## src/rtl/bcd_to_onehot_dec.sv

```systemverilog
// BCD digit to one-hot decimal decoder behind a 2-entry FIFO.
// Invalid codes (10..15) are tracked by a saturating error counter.
module bcd_to_onehot_dec #(
    parameter int ERR_CNT_W = 8
) (
    input  logic                 clk,
    input  logic                 rst_n,
    input  logic [3:0]           bcd_in,
    input  logic                 in_valid,
    output logic                 in_ready,
    output logic [9:0]           dec_out,
    output logic                 dec_err,
    output logic                 out_valid,
    input  logic                 out_ready,
    output logic [ERR_CNT_W-1:0] err_count,
    input  logic                 clr_err
);

    // Handshake: a transfer happens on a rising edge where valid and ready are
    // both 1; valid must not depend on ready, and the payload is held until taken.

    localparam logic [1:0] CNT_EMPTY = 2'd0;
    localparam logic [1:0] CNT_ONE   = 2'd1;
    localparam logic [1:0] CNT_FULL  = 2'd2;

    logic [1:0]           count_q;
    logic [10:0]          head_q;
    logic [10:0]          tail_q;
    logic                 ready_en_q;
    logic [ERR_CNT_W-1:0] err_cnt_q;
    logic [10:0]          new_entry;
    logic                 code_invalid;
    logic                 push;
    logic                 pop;

    // Entry layout: bit 10 is the error flag, bits 9:0 the one-hot digit.
    always_comb begin
        new_entry    = '0;
        code_invalid = (bcd_in > 4'd9);
        if (code_invalid) begin
            new_entry[10] = 1'b1;
        end else begin
            new_entry[9:0] = 10'd1 << bcd_in;
        end
    end

    assign in_ready  = ready_en_q && (count_q != CNT_FULL);
    assign out_valid = (count_q != CNT_EMPTY);
    assign push      = in_valid && in_ready;
    assign pop       = out_valid && out_ready;
    assign dec_out   = out_valid ? head_q[9:0] : 10'd0;
    assign dec_err   = out_valid ? head_q[10] : 1'b0;
    assign err_count = err_cnt_q;

    // ready_en_q keeps in_ready low through reset and its release cycle.
    always_ff @(posedge clk or negedge rst_n) begin
        if (!rst_n) begin
            ready_en_q <= 1'b0;
        end else begin
            ready_en_q <= 1'b1;
        end
    end

    always_ff @(posedge clk or negedge rst_n) begin
        if (!rst_n) begin
            count_q <= CNT_EMPTY;
            head_q  <= '0;
            tail_q  <= '0;
        end else begin
            case (count_q)
                CNT_EMPTY: begin
                    if (push) begin
                        head_q  <= new_entry;
                        count_q <= CNT_ONE;
                    end
                end
                CNT_ONE: begin
                    if (push && pop) begin
                        head_q <= new_entry;
                    end else if (push) begin
                        tail_q  <= new_entry;
                        count_q <= CNT_FULL;
                    end else if (pop) begin
                        count_q <= CNT_EMPTY;
                    end
                end
                CNT_FULL: begin
                    // No push is possible when full, so only a pop moves state.
                    if (pop) begin
                        head_q  <= tail_q;
                        count_q <= CNT_ONE;
                    end
                end
                default: begin
                    count_q <= CNT_EMPTY;
                end
            endcase
        end
    end

    always_ff @(posedge clk or negedge rst_n) begin
        if (!rst_n) begin
            err_cnt_q <= '0;
        end else if (clr_err) begin
            err_cnt_q <= '0;
        end else if (push && code_invalid && (err_cnt_q != {ERR_CNT_W{1'b1}})) begin
            err_cnt_q <= err_cnt_q + 1'b1;
        end
    end

endmodule
```

## config.mk

```make
export PLATFORM = sky130hd
export DESIGN_NAME = bcd_to_onehot_dec
export DESIGN_NICKNAME = d
export VERILOG_FILES = /design/src/rtl/bcd_to_onehot_dec.sv
export SDC_FILE = /design/constraint.sdc
export NUM_CORES = 1
export LEC_CHECK = 0
export ABC_AREA = 1
export ABC_CLOCK_PERIOD_IN_PS = 1400
export BUFFER_PORTS_ARGS = -buffer_cell sky130_fd_sc_hd__buf_2
export CAP_MARGIN = 0
export CORE_MARGIN = 1.5
export CORE_UTILIZATION = 50
export CTS_CLUSTER_DIAMETER = 100
export DETAILED_ROUTE_END_ITERATION = 7
export PLACE_DENSITY_LB_ADDON = 0.15
export SLEW_MARGIN = 30
export SYNTH_ARGS = -nofsm -noshare
export SYNTH_HDL_FRONTEND = slang
export SYNTH_SLANG_ARGS = --single-unit
export TNS_END_PERCENT = 50
```

## constraint.sdc

```tcl
create_clock -name clk -period 1.4 [get_ports clk]
set_input_delay 0.42 -clock clk [delete_from_list [all_inputs] [get_ports clk]]
set_output_delay 0.42 -clock clk [all_outputs]
set_load 0.02 [all_outputs]
```

==> results of run 1 <==
-- flip-flops by register name, indices dropped and copies added (netlist names) --
register and flops:
head_q 11, tail_q 11, err_count 8, count_q 2
ready_en_q 1
-- final cells by class --
| cell class | count | area [um^2] | share of cell area |
|---|---|---|---|
| clock inverter | 2 | 10.0 | 0.00396 |
| clock buffer | 6 | 41.3 | 0.0163 |
| tap | 46 | 57.6 | 0.0228 |
| multi-input combinational | 184 | 947 | 0.375 |
| sequential | 33 | 831 | 0.329 |
| inverter | 26 | 97.6 | 0.0386 |
| timing repair buffer | 57 | 544 | 0.215 |
-- worst max-delay path, cell delays in order, from the launching register on --
cell     delay, ps
dfrtp_1        440
nor2_4         160
buf_6          160
nor2_2          50
buf_6          120
-- cell usage in the layout, fill, tap and decap left out, drive strengths merged --
cell	n
nand2	85
buf	56
dfrtp	33
nand3	32
nor2	30
inv	26
o21ai	24
clkbuf	6
a21oi	4
nor3	3
clkinv	2
o21bai	1
or2	1
nand3b	1
xnor2	1
ha	1
dlygate4sd3	1
conb	1
-- metal layers --
metal / up-vias / global-route usage / share of wire
li1: 904 / - / -
met4: 0 / 0.0889 / 0.028
met2: 44 / 0.366 / 0.48
met5: - / 0 / 0
met1: 807 / 0.307 / 0.46
met3: 14 / 0.0396 / 0.041
-- worst min path at each step --
stage,start,end,slack [ps],depth (start not counted)
global placement,rst_n,count_q[0],360,1
detailed placement,rst_n,head_q[9],360,1
finish,out_ready,count_q[1],360,2
global route,out_ready,count_q[1],350,2
CTS,out_ready,count_q[1],320,2
floorplan,rst_n,count_q[0],120,0
-- cell families after synthesis --
logic type	share of synthesized area
AO/OA/AOI/OAI	0.0856
XOR/XNOR	0.00495
adder cells (fa/ha/maj)	0.00707
buffers and inverters	0.0806
flip-flops	0.467
other	0.00212
AND/OR/NAND/NOR	0.353
-- per-stage QoR --
step / TNS (ps) / util
2_1_floorplan: -173 / -
3_3_place_gp: -39.3 / 0.616
3_5_place_dp: -9.43 / 0.616
4_1_cts: -4070 / 0.672
5_1_grt: -9450 / 0.752
6_report: -6670 / 0.752
-- power breakdown --
group	switching (mW)	internal, mW	total (mW)	leakage [nW]
sequential	0.0546	1.04	1.10	0.441
combinational	0.349	0.253	0.602	0.761
clock	0.326	0.191	0.517	0.0320
total	0.730	1.49	2.22	1.23
-- what timing repair did --
action                                  4_1_cts  5_1_grt
gates resized for setup                      30       72
endpoints found under the setup margin       32       52
buffers inserted                              4        5
cloned                                        1        2
endpoints found under the hold margin         6        0
hold buffers                                  1        0
pin swaps                                     4       11
==> qor.yml, run 1 <==
status: "complete, but fails checks"
violations: "negative setup slack"
power_density_nw_per_um2: 877
io_pins: 30
synth_top_area_frac: 0.467
synth_edf_count: 0
finalCritPeriodShare: 1.21
cp_max_fo: 6
cp_data_required_time_ps: 980
wl_per_cell_um: 13.1
crit_start: "count_q[1]"
ys_warn_count: 0
holdWs_ps: 364
dp_hpwl_um: 2740
diodes: 0
ys_ff_latch: 33
period_needed_ps: 1700
critPathCaptureType: "primary output"
worstSetupPathType: "flop to primary output"
antenna_left: 0
fp.coreArea_um2: 3360
ir_worst_vdd_v: 0.000656
setup_ws_ps: -297
die_area_um2: 3900
grt_max_degree: 24
cts_tree: "done"
syn_avg_cell_area_um2: 7.05
dp.cells: 333
grt_pass1_vias: 1585
cp.arrival_ps: 1280
drive_gt1_frac: 0.325
drtIter0Drc: 81
synthFlopType: "dfrtp_1"
cap_viol_max_count: 0
grt_util_all_layers: 0.227
fin_worst_skew_ps: 13.2
leakage_nw: 1.23
netlist_top_cells_count: "83 x nand2_1, 33 x dfrtp_1, 31 x nand3_1, 30 x nor2_1, 26 x inv_1"
fp.dieW_um: 62.5
nNetsFinal: 317
htree_levels: 2
postRouteWirelength_um: 4630
r2r_start: "count_q[1]"
cp-start-kind: "flop"
place_ws_ps: -4.77
r2r_slack_ps: -160
grt_first_pass_wirelength_um: 7020
total_power_mw: 2.22
cts_buffers: 5
drv_slew: 0
relSlewSlack: 0.614
area_growth_pct: 42.9
synth_nets: 261
final_area_um2: 2530
synth_cell_types: 22
ys_async_sr_fraction: 1.00
fmax_mhz: 589
yosysMostFrequentCell: "nand2_1"
rows: 21
holdCritPathClass: "input pin to flop"
viasPerCell: 5.00
cts.path.max_buffers: 2
fillerInstances: 267
synth_top_cell_by_area: "dfrtp_1"
grt_setup_unrepaired: "yes"
tightest_slew_ps: 573
portBuffers: 29
worstSkewPairLatency_ps: 340
cts_root_buffer: "clkbuf_4"
overflow: 0
drc_errors: 0
clkSinkCount: 33
setup_viol: 46
post_dp_cell_area_um2: 2070
syn_inst: 251
routabilityCongestion: 0.862
reg2reg_depth: 10
antenna_found_initial: 0
dr.pass1.iters: 4
ys_seq_area_frac: 0.467
r2r-end: "err_count[0]"
synth_area_leaders: "dfrtp_1 47%, nand2_1 18%, nand3_1 8.8%"
instances_no_fill: 354
initial_core_util: 0.526
vias: 1769
syn_area_um2: 1770
clk_pin_slew_ps: 110
hold_violations: 0
die_height_um: 62.5
cp-endpoint: "dec_out[0]"
(Power assumes the default switching activity.)
==> inputs of run 2 (changes only) <==
Settings changed: CORE_UTILIZATION 50 to 45, CTS_BUF_LIST set to sky130_fd_sc_hd__clkbuf_8 sky130_fd_sc_hd__clkbuf_16.
==> qor.yml, run 2 (same netlist as run 1, synthesis figures left out) <==
status: "complete, but fails checks"
violations: "negative setup slack"
reg2reg_depth: 9  # -1
grt_pass1_vias: 1524  # -3.8%
critPathMaxStageDelay_ps: 430  # about the same
die_area_um2: 4320  # +11%
drtIter0Drc: 48  # -41%
holdCritPathClass: "input pin to async pin"
cp_data_required_time_ps: 980  # about the same
tns_ps: -4430  # +2240 ps
p_seq_frac: 0.465  # -0.030
antenna_left: 0  # unchanged
intPower_mw: 1.63  # +9.3%
r2r_slack_ps: -120  # +40 ps
combinationalPowerShare: 0.240  # -0.031
fp.dieW_um: 65.7  # +5.1%
cap_viol_max_count: 0  # unchanged
area_growth_pct: 40.5
portBuffers: 29  # unchanged
fin_worst_skew_ps: 8.12  # -5.05 ps
leakage_nw: 1.23  # -0.26%
fp.coreArea_um2: 3720  # +10%
clk_pin_slew_ps: 70  # -40 ps
fmax_mhz: 610  # +3.5%
hold_violations: 0  # unchanged
viasPerCell: 4.94  # -1.2%
grt_first_pass_wirelength_um: 7000  # -0.20%
critPathBufInv: 2  # unchanged
multi_input_comb_area_um2: 936  # -1.2%
grt_setup_unrepaired: "yes"
sw_frac_of_total: 0.311  # -0.0176
cp-endpoint: "dec_out[0]"
clkSinkCount: 33  # unchanged
worstPathCellList: "nor2_4 > buf_6 > nor2_2 > buf_6"
grt_max_degree: 24  # unchanged
ir_worst_vdd_v: 0.000439  # -33%
dp_hpwl_um: 2800  # +2.1%
diodes: 0  # unchanged
nNetsFinal: 315  # -0.63%
rows: 22  # +4.8%
drv_slew: 0  # unchanged
cts.path.max_buffers: 2  # unchanged
drive_gt1_frac: 0.320  # -0.00441
crit_top_cell: "buf_6"
cts_buffers: 5  # unchanged
final_area_um2: 2480  # -1.7%
postRouteWirelength_um: 4200  # -9.3%
vias: 1747  # -1.2%
fillerInstances: 320  # +20%
io_pins: 30  # unchanged
grt_util_all_layers: 0.215  # -0.0117
worstSetupPathType: "flop to primary output"
dp.cells: 337  # +1.2%
pwr-share-clk: 0.295  # +0.062
setup_viol: 31  # -33%
regArea_um2: 831  # unchanged
instances_no_fill: 354  # unchanged
final_cell_mix: "74 x nand2_1, 29 x nand3_1, 29 x dfrtp_1, 25 x inv_1, 22 x buf_6"
crit_cells: 4  # unchanged
wl_per_cell_um: 11.9  # -9.3%
r2r-end: "err_count[7]"
cp.arrival_ps: 1220  # -60 ps
drc_errors: 0  # unchanged
htree_levels: 2  # unchanged
finalCritPeriodShare: 1.17  # -0.0407
switchingPower_mw: 0.736  # +0.83%
dr.pass1.iters: 4  # unchanged
period_needed_ps: 1640  # -57.0 ps
critPathCaptureType: "primary output"
power_density_nw_per_um2: 951  # +8.4%
cp_slowest_cell: "dfrtp_2"
crit_start: "count_q[1]"
initial_core_util: 0.476  # -0.0499
cts_hold_buf: 0  # -1
worstSkewPairLatency_ps: 300  # -40 ps
cts_root_buffer: "clkbuf_8"
overflow: 0  # unchanged
antenna_found_initial: 0  # unchanged
post_dp_cell_area_um2: 2090  # +0.85%
final_common_cell: "nand2_1"
cp-start-kind: "flop"
cts_tree: "done"
r2r_start: "count_q[1]"
cpLargestDelayFamily: "flip-flops"
die_height_um: 65.7  # +5.1%
setup_ws_ps: -240  # +57.0 ps
cp_max_fo: 6  # unchanged
routabilityCongestion: 0.872  # +1.2%
total_power_mw: 2.36  # +6.5%
-- run 2: what timing repair did --
item	CTS	global route
gates resized for setup	32	60
buffers inserted	2	2
cloned	2	3
pin swaps	3	1
endpoints found under the setup margin	32	48
-- run 2: how the worst min path moves through the flow --
stage,start,endpoint,slack [ps],cells after the start
6_report,rst_n,head_q[10],7,1
5_1_grt,rst_n,head_q[10],20,1
4_1_cts,rst_n,count_q[0],10,1
3_5_place_dp,rst_n,head_q[10],330,1
3_3_place_gp,rst_n,head_q[10],330,1
2_1_floorplan,rst_n,count_q[0],120,0
-- run 2: area by class of cell --
class | count | area share
timing repair buffer | 55 | 0.192
sequential | 33 | 0.334
clock buffer | 5 | 0.0277
inverter | 26 | 0.0393
clock inverter | 3 | 0.00554
tap | 48 | 0.0242
multi-input combinational | 184 | 0.377
-- run 2: per-layer routing --
layer  global-route usage  vias up  routed length [um]
met5                    0        -                   0
met4               0.0964        0                  87
met3               0.0634        9                 200
met2                0.332       36                1960
met1                0.279      799                1940
li1                     -      903                   -
-- run 2: stage by stage --
| stage | setup WS, ps | util | hold WS, ps |
|---|---|---|---|
| final | -240 | 0.669 | 6.92 |
| after global routing | -290 | 0.669 | 23.3 |
| after CTS | -237 | 0.616 | 13.4 |
| after detailed placement | -87.7 | 0.562 | 331 |
| after global placement | -98.5 | 0.562 | 330 |
| after floorplan | -64.0 | - | 124 |
-- run 2: power by group through the flow --
stage	Clock (mW)	Combinational, mW	Sequential (mW)
floorplan	0	0.250	1.10
global route	0.771	0.622	1.11
CTS	0.716	0.473	1.09
finish	0.698	0.566	1.10
detailed placement	0	0.408	1.11
global placement	0	0.404	1.10
==> inputs of run 3 (changes only) <==
Settings changed: ABC_CLOCK_PERIOD_IN_PS 1400 to 1530, CORE_UTILIZATION 45 to 25, SKIP_LAST_GASP set to 1.
Clock period 1.4 ns to 1.53 ns, I/O delays scaled along.
==> qor.yml, run 3 (same netlist as run 1, synthesis figures left out) <==
io_pins: 30  # unchanged
final_cell_mix: "82 x nand2_1, 32 x dfrtp_1, 31 x nand3_1, 26 x inv_1"
portBuffers: 29  # unchanged
use_met1: 0.157  # -0.122
critPathCaptureType: "primary output"
cts.path.max_buffers: 2  # unchanged
final_area_um2: 2360  # -4.9%
wl_per_cell_um: 11.3  # -4.6%
dp_hpwl_um: 3080  # +10%
cp.arrival_ps: 1190  # -30 ps
postRouteWirelength_um: 4410  # +5.1%
grt_max_degree: 34  # +42%
antenna_left: 0  # unchanged
r2r-end: "tail_q[2]"
fin_worst_skew_ps: 3.55  # -4.57 ps
htree_levels: 2  # unchanged
fp.dieW_um: 87.1  # +33%
clk_pin_slew_ps: 80  # about the same
clkSinkCount: 33  # unchanged
worstSetupPathType: "flop to primary output"
area_growth_pct: 33.6
globalRouteMet3Util: 0.0284  # -0.0349
cp-endpoint: "dec_out[3]"
rows: 30  # +36%
nNetsFinal: 303  # -3.8%
hold_violations: 0  # unchanged
period_needed_ps: 1640
drc_errors: 0  # unchanged
die_area_um2: 7590  # +76%
reg2reg_depth: 6  # -3
drv_slew: 0  # unchanged
diodes: 0  # unchanged
finalCritPeriodShare: 1.08
antenna_found_initial: 0  # unchanged
holdWs_ps: 108  # +101 ps
cts_hold_buf: 0  # unchanged
crit_top_cell: "buf_6"
cp_slowest_cell: "dfrtp_2"
cpLargestDelayFamily: "flip-flops"
grt_util_all_layers: 0.125  # -0.0907
worstPathCellList: "nor2_4 > buf_6 > nor2_2 > buf_6"
die_height_um: 87.1  # +33%
power_density_nw_per_um2: 1030  # +8.6%
multi_input_comb_area_um2: 848  # -9.4%
cts_buffers: 5  # unchanged
viasPerCell: 4.22  # -15%
fp.coreArea_um2: 6830  # +84%
violations: "negative setup slack"
use_met2: 0.210  # -0.122
drtIter0Drc: 98  # +100%
dr.pass1.iters: 5  # +1
crit_cells: 4  # unchanged
worstSkewPairLatency_ps: 280  # -20 ps
grt_first_pass_wirelength_um: 7320  # +4.5%
grt_pass1_vias: 1543  # +1.2%
cap_viol_max_count: 0  # unchanged
cts_tree: "done"
status: "complete, but fails checks"
fillerInstances: 743  # +130%
cp_max_fo: 7  # +1
critPathMaxStageDelay_ps: 440  # about the same
regArea_um2: 827  # -0.45%
grt-busiest-layer: "met2"
post_dp_cell_area_um2: 2100  # +0.36%
initial_core_util: 0.259  # -0.217
r2r_start: "count_q[1]"
cp-start-kind: "flop"
r2r_slack_ps: 50  # +170 ps
holdCritPathClass: "input pin to async pin"
overflow: 0  # unchanged
setup_viol: 13  # -58%
vias: 1645  # -5.8%
crit_start: "count_q[1]"
ir_worst_vdd_v: 0.000311  # -29%
fmax_mhz: 608
final_common_cell: "nand2_1"
cp_data_required_time_ps: 1070  # +90 ps
setup_ws_ps: -115  # +126 ps
critPathBufInv: 2  # unchanged
grt_setup_unrepaired: "yes"
routabilityCongestion: 0.773  # -11%
leakage_nw: 1.17  # -4.7%
cts_root_buffer: "clkbuf_8"
drive_gt1_frac: 0.228  # -0.0924
run 3: changes by cell type in the layout (fill, tap and decap cells not counted), sizes merged:
cell,before,now
bufinv,0,2
buf,55,43
inv,27,26
clkinv,2,1
run 3: report_power, final:
| group | leakage (nW) | switching (mW) | internal, mW | total [mW] |
|---|---|---|---|---|
| clock network | 0.0681 | 0.354 | 0.648 | 1.00 |
| registers | 0.446 | 0.0436 | 0.956 | 1.00 |
| logic | 0.658 | 0.267 | 0.173 | 0.440 |
| total | 1.17 | 0.664 | 1.78 | 2.44 |
run 3: worst min-delay path by stage:
stage                               to  slack (ps)  cells past startpoint
after floorplan             count_q[0]         160                      0
after global placement    err_count[1]         430                      2
after detailed placement  err_count[1]         430                      2
after CTS                 err_count[1]         120                      2
after global routing      err_count[1]         130                      2
final                     err_count[1]         110                      2
run 3: metal layers:
metal	up-vias	routed length, um
li1	872	-
met1	738	2180
met2	30	2030
met3	5	136
met4	0	59
met5	-	0
run 3: timing repair:
| item | CTS | global route |
|---|---|---|
| gates resized for setup | 27 | 9 |
| buffers inserted | 1 | 1 |
| gates cloned | 1 | 1 |
| setup endpoints to repair | 13 | 33 |
| pin swaps | 1 | 1 |
run 3: worst register-to-register path, delay by kind of cell (launching register included):
family,cells,cell delay [ps]
buffers and inverters,2,390
AO/OA/AOI/OAI,1,80
flip-flops,1,440
AND/OR/NAND/NOR,3,450
run 3: stage by stage:
step	TNS [ps]	worst slack [ps]	utilization	power [mW]	cells
6_report	-1380	-115	0.346	2.44	390
3_3_place_gp	0	37.8	0.307	1.37	378
5_1_grt	-2790	-176	0.346	2.58	390
4_1_cts	-2060	-139	0.340	2.45	388
3_5_place_dp	0	57.0	0.307	1.37	378
2_1_floorplan	0	18.9	-	1.24	251
run 3: layout make-up:
| cell class | count | share of cell area |
|---|---|---|
| multi-input combinational | 184 | 0.359 |
| sequential | 33 | 0.350 |
| timing repair buffer | 43 | 0.142 |
| tap | 96 | 0.0508 |
| inverter | 26 | 0.0413 |
| clock buffer | 5 | 0.0291 |
| clock inverter | 3 | 0.0275 |
